<file path="src/rtl/md_unit.sv">
// md_unit: multi-cycle multiply/divide unit owning the HI/LO registers.
// Optional `MD_CANCEL_EN adds a Cancel input that aborts an in-flight operation.
module md_unit #(
  parameter int MUL_CYCLES = 5,
  parameter int DIV_CYCLES = 32
) (
  input  logic        clk,
  input  logic        rst_n,
  input  logic [31:0] A,
  input  logic [31:0] B,
  input  logic [2:0]  Op,
  input  logic        Start,
`ifdef MD_CANCEL_EN
  input  logic        Cancel,
`endif
  output logic        Busy,
  output logic [31:0] HI,
  output logic [31:0] LO
);
  typedef enum logic [1:0] {IDLE, MUL, DIV} state_e;
  state_e state_q, state_d;
  logic [4:0] cnt_q, cnt_d;
  logic [31:0] a_q, a_d, b_q, b_d, r_q, r_d, dq_q, dq_d, hi_q, hi_d, lo_q, lo_d;
  logic sgn_q, sgn_d, cancel, ge;
  logic [63:0] prod;
  logic [32:0] rs;
  logic [31:0] dvm, nr, nq, qf, rf;
`ifdef MD_CANCEL_EN
  assign cancel = Cancel;
`else
  assign cancel = 1'b0;
`endif
  // sign-extending only for signed ops lets one unsigned multiplier serve both
  assign prod = {{32{sgn_q & a_q[31]}}, a_q} * {{32{sgn_q & b_q[31]}}, b_q};
  assign dvm  = (sgn_q & b_q[31]) ? -b_q : b_q;
  assign rs   = {r_q, dq_q[31]};
  assign ge   = rs >= {1'b0, dvm};
  assign nr   = ge ? 32'(rs - {1'b0, dvm}) : rs[31:0];
  assign nq   = {dq_q[30:0], ge};
  assign qf   = (sgn_q & (a_q[31] ^ b_q[31])) ? -nq : nq;
  assign rf   = (sgn_q & a_q[31]) ? -nr : nr;
  always_comb begin
    state_d = state_q;
    cnt_d   = cnt_q;
    a_d     = a_q;
    b_d     = b_q;
    sgn_d   = sgn_q;
    r_d     = r_q;
    dq_d    = dq_q;
    hi_d    = hi_q;
    lo_d    = lo_q;
    case (state_q)
      IDLE: if (Start && !cancel) begin
        if (!Op[2]) begin
          a_d     = A;
          b_d     = B;
          sgn_d   = ~Op[0];
          r_d     = '0;
          dq_d    = (~Op[0] & A[31]) ? -A : A;
          state_d = Op[1] ? DIV : MUL;
          cnt_d   = Op[1] ? 5'(DIV_CYCLES - 1) : 5'(MUL_CYCLES - 1);
        end else if (!Op[1]) begin
          hi_d = Op[0] ? hi_q : A;
          lo_d = Op[0] ? A : lo_q;
        end
      end
      MUL: begin
        cnt_d = cnt_q - 5'd1;
        if (cancel) state_d = IDLE;
        else if (cnt_q == 5'd0) begin
          {hi_d, lo_d} = prod;
          state_d      = IDLE;
        end
      end
      DIV: begin
        cnt_d = cnt_q - 5'd1;
        r_d   = nr;
        dq_d  = nq;
        if (cancel) state_d = IDLE;
        else if (cnt_q == 5'd0) begin
          hi_d    = (b_q == 32'd0) ? a_q : rf;
          lo_d    = (b_q == 32'd0) ? 32'hFFFF_FFFF : qf;
          state_d = IDLE;
        end
      end
      default: state_d = IDLE;
    endcase
  end
  always_ff @(posedge clk or negedge rst_n) begin
    if (!rst_n) begin
      state_q <= IDLE;
      cnt_q   <= '0;
      a_q     <= '0;
      b_q     <= '0;
      sgn_q   <= 1'b0;
      r_q     <= '0;
      dq_q    <= '0;
      hi_q    <= '0;
      lo_q    <= '0;
    end else begin
      state_q <= state_d;
      cnt_q   <= cnt_d;
      a_q     <= a_d;
      b_q     <= b_d;
      sgn_q   <= sgn_d;
      r_q     <= r_d;
      dq_q    <= dq_d;
      hi_q    <= hi_d;
      lo_q    <= lo_d;
    end
  end
  assign Busy = state_q != IDLE;
  assign HI   = hi_q;
  assign LO   = lo_q;
endmodule

</file>
<file path="config.mk">
export PLATFORM = sky130hd
export DESIGN_NAME = md_unit
export DESIGN_NICKNAME = d
export VERILOG_FILES = /design/src/rtl/md_unit.sv
export SDC_FILE = /design/constraint.sdc
export NUM_CORES = 2
export LEC_CHECK = 0
export CORE_ASPECT_RATIO = 1.1
export CORE_UTILIZATION = 45
export DETAILED_ROUTE_END_ITERATION = 10
export GPL_TIMING_DRIVEN = 0
export PLACE_DENSITY = 0.58
export SYNTH_ARGS = -nofsm -noshare
export SYNTH_HDL_FRONTEND = slang
export SYNTH_SLANG_ARGS = --single-unit
</file>
<file path="constraint.sdc">
create_clock -name clk -period 16.6 [get_ports clk]
set_input_delay 2.49 -clock clk [delete_from_list [all_inputs] [get_ports clk]]
set_output_delay 2.49 -clock clk [all_outputs]
set_load 0.02 [all_outputs]
</file>
==> results.py <==
metrics = {
    "worst_setup_path": {
        "crit_fanout": 10,
        "critical-path-max-stage-delay_ns": 1.00,
        "crit_slowest_cell": "clkbuf_1",
        "cp.buffers_inverters": 8,
        "cp_data_arrival_time_ns": 12.29,
        "worst_setup_path_end_kind": "flip-flop",
        "worstPathRequired_ns": 17.00,
        "setup.worst_path.start_class": "flip-flop",
        "path_delay_family": "adder cells",
        "crit_type": "flip-flop to flip-flop",
        "cp_common_cell": "fa_1",
    },
    "synthesis": {
        "synthMuxAreaShare": 0.006059,
        "synth_fa_ha_area_frac": 0.4906,
        "yosysSeqAreaShare": 0.09542,
        "yosys-top-cells-area": "fa_1, dfrtp_1, inv_1, nand2_1, ha_1",
        "yosysWarnings": 0,
        "ys_async_sr_fraction": 1.000,
        "synth.distinct_cells": 81,
        "synth_cells": 6109,
        "synth-simple-area-share": 0.1686,
        "ys_seq_elements": 200,
        "synth_largest_area_cell": "fa_1",
        "synth_top_flop_cell": "dfrtp_1",
        "synth_common_cells": "inv_1, fa_1, nand2_1",
        "synth_compound_area_frac": 0.09363,
        "synth_top_family_by_area": "adder cells",
        "syn_avg_cell_area_um2": 8.586,
        "synth_edf_count": 0,
        "synth_nets": 7560,
        "synth_top_area_share": 0.4298,
        "syn-cell-area_um2": 52450,
        "synthXorXnorAreaFrac": 0.03340,
        "synth_most_common_cell": "inv_1",
    },
    "clock_tree": {
        "cts_setup_buffers": 0,
        "cts.clk_slew.worst_paths_ns": 0.09,
        "clock-sinks": 200,
        "cts_hold_buf": 0,
        "clkLatencyLatePin_ns": 0.52,
        "cts_buffers": 17,
        "cts_root_buffer": "clkbuf_16",
        "cts_resized": 0,
        "htree_num_levels": 4,
        "clockBufferDepth": 2,
        "cts_tree": "built",
    },
    "sta": {
        "worst_pin_slew_ns": 1.436,
        "setup_slack_ns": 4.709,
        "fin_crit_ns": 11.89,
        "hold_violations": 0,
        "tns_ns": 0,
        "period_share": 0.7163,
        "drv_slew": 0,
        "max_freq_mhz": 84.10,
        "rsz0062_at_grt": "no",
        "final.setup_skew_ns": 0.01738,
        "slew_headroom": 0.04294,
        "finalSetupViolations": 0,
    },
    "floorplan": {
        "core_area_um2": 115700,
        "dieHeight_um": 360.1,
        "io_pins": 135,
        "die_w_um": 327.5,
        "initial_core_util": 0.4533,
        "rows": 131,
        "dieArea_um2": 117900,
    },
    "global_route": {
        "grt_util_all_layers": 0.3793,
        "antenna_found_initial": 20,
        "grt_pass1_wl_mm": 320.0,
        "overflow": 0,
        "grt_max_degree": 108,
        "grt_pass1_vias": 45730,
    },
    "route": {
        "wl_per_cell_um": 28.08,
        "drt-initial-drc-count": 4453,
        "wl_mm": 219.4,
        "drt_pass1_iterations": 5,
        "postRouteAntennaNets": 0,
        "vias_per_cell": 5.757,
        "drc_errors": 0,
        "route.vias.total": 44980,
    },
    "status": {
        "status": "finished, final reports clean",
    },
    "final_layout": {
        "stdcell_area_um2": 56410,
        "drive_above_1_share": 0.01067,
        "nets": 7715,
        "area_delta_synth_final_pct": 7.543,
        "finalCoreUtilization": 0.4875,
    },
    "place": {
        "preCtsSetupSlack_ns": 5.258,
        "placed_cell_area_um2": 55760,
        "port_buffers": 134,
        "place.gp.congestion": 1.033,
        "dpl.hpwl_mm": 185.7,
    },
    "flow_run": {
        "cap_viol_max_count": 0,
    },
    "min_path": {
        "hp-class": "flip-flop to flip-flop",
    },
}
## flip-flops by register name, summed over array words and instances, names as in the netlist
| signal | count |
|---|---|
| LO | 32 |
| dq_q | 32 |
| r_q | 32 |
| b_q | 32 |
| HI | 32 |
| sgn_q | 1 |
| state_q | 2 |
| a_q | 32 |
| cnt_q | 5 |
## path summary, 6_finish.rpt
path                                      from                    to  slack (ns)  cells after the start
min in group asynchronous                rst_n  cnt_q[4]$_DFFE_PN0P_        2.00                      1
max in group asynchronous                rst_n   a_q[13]$_DFFE_PN0P_       13.46                      2
hold reg to reg             LO[21]$_DFFE_PN0P_    LO[21]$_DFFE_PN0P_        0.49                      1
hold / removal              LO[21]$_DFFE_PN0P_    LO[21]$_DFFE_PN0P_        0.49                      1
setup / recovery           b_q[31]$_DFFE_PN0P_    HI[20]$_DFFE_PN0P_        4.71                     31
setup reg to reg           b_q[31]$_DFFE_PN0P_    HI[20]$_DFFE_PN0P_        4.71                     31
## area by class of cell
cell class / count / area [um^2]
diodes: 8 / 20.02
plain buffers: 397 / 1503
clock buffers: 18 / 439.2
clock inverters: 14 / 192.7
fillers: 11530 / 59310
inverters: 1170 / 4392
multi-input cells: 4342 / 41560
flip-flops and latches: 200 / 5005
well taps: 1529 / 1913
repair buffers: 136 / 1389
## cells in the final DEF, fill, tap and decap left out, drive strengths merged, types with 33 or more instances in the layout
cell type,n
a21o,49
a21oi,225
a221oi,39
and2,369
buf,53
clkbuf,365
clkdlybuf4s50,133
dfrtp,200
fa,1126
ha,255
inv,1179
nand2,1108
nand3,45
nor2,198
nor3,33
o21ai,262
o31ai,34
xnor2,116
xor2,84
## cells by family (layout without fill, tap and decap cells)
logic type | after synthesis | in the layout
xor gates and xnor gates | 200 | 200
buffers and inverters | 1567 | 1735
AOI/OAI and AO/OA | 792 | 792
other | 0 | 8
muxes | 31 | 31
adders and majority gates | 1381 | 1381
and+or+nand+nor | 1938 | 1938
DFF | 200 | 200
## stage by stage
stage	cells	hold WS [ns]
2_1_floorplan	6109	0.4715
3_3_place_gp	7772	0.4621
3_5_place_dp	7774	0.4649
4_1_cts	7806	0.4838
5_1_grt	7807	0.4993
6_report	7814	0.4857
## routing by layer
| layer | GRT usage | share of wire | vias to the layer above | wire [um] |
|---|---|---|---|---|
| met5 | 0 | 0.00039 | - | 85 |
| met4 | 0.1873 | 0.059 | 12 | 13010 |
| met3 | 0.07373 | 0.090 | 476 | 19850 |
| met2 | 0.5941 | 0.46 | 2388 | 100000 |
| met1 | 0.5019 | 0.39 | 23210 | 86450 |
| li1 | - | - | 18900 | - |
## worst reg2reg max path: cells and delay by family (launching register included)
family | cells | cell delay, ns
AO/OA/AOI/OAI | 9 | 2.60
XOR/XNOR | 1 | 0.56
adder cells (fa/ha/maj) | 9 | 4.33
buffers and inverters | 8 | 3.29
flip-flops | 1 | 0.39
AND/OR/NAND/NOR | 4 | 0.63
Power is left out: the tool's default activity adds up to more than one toggle a clock period on the data nets, which glitch-free logic cannot reach.
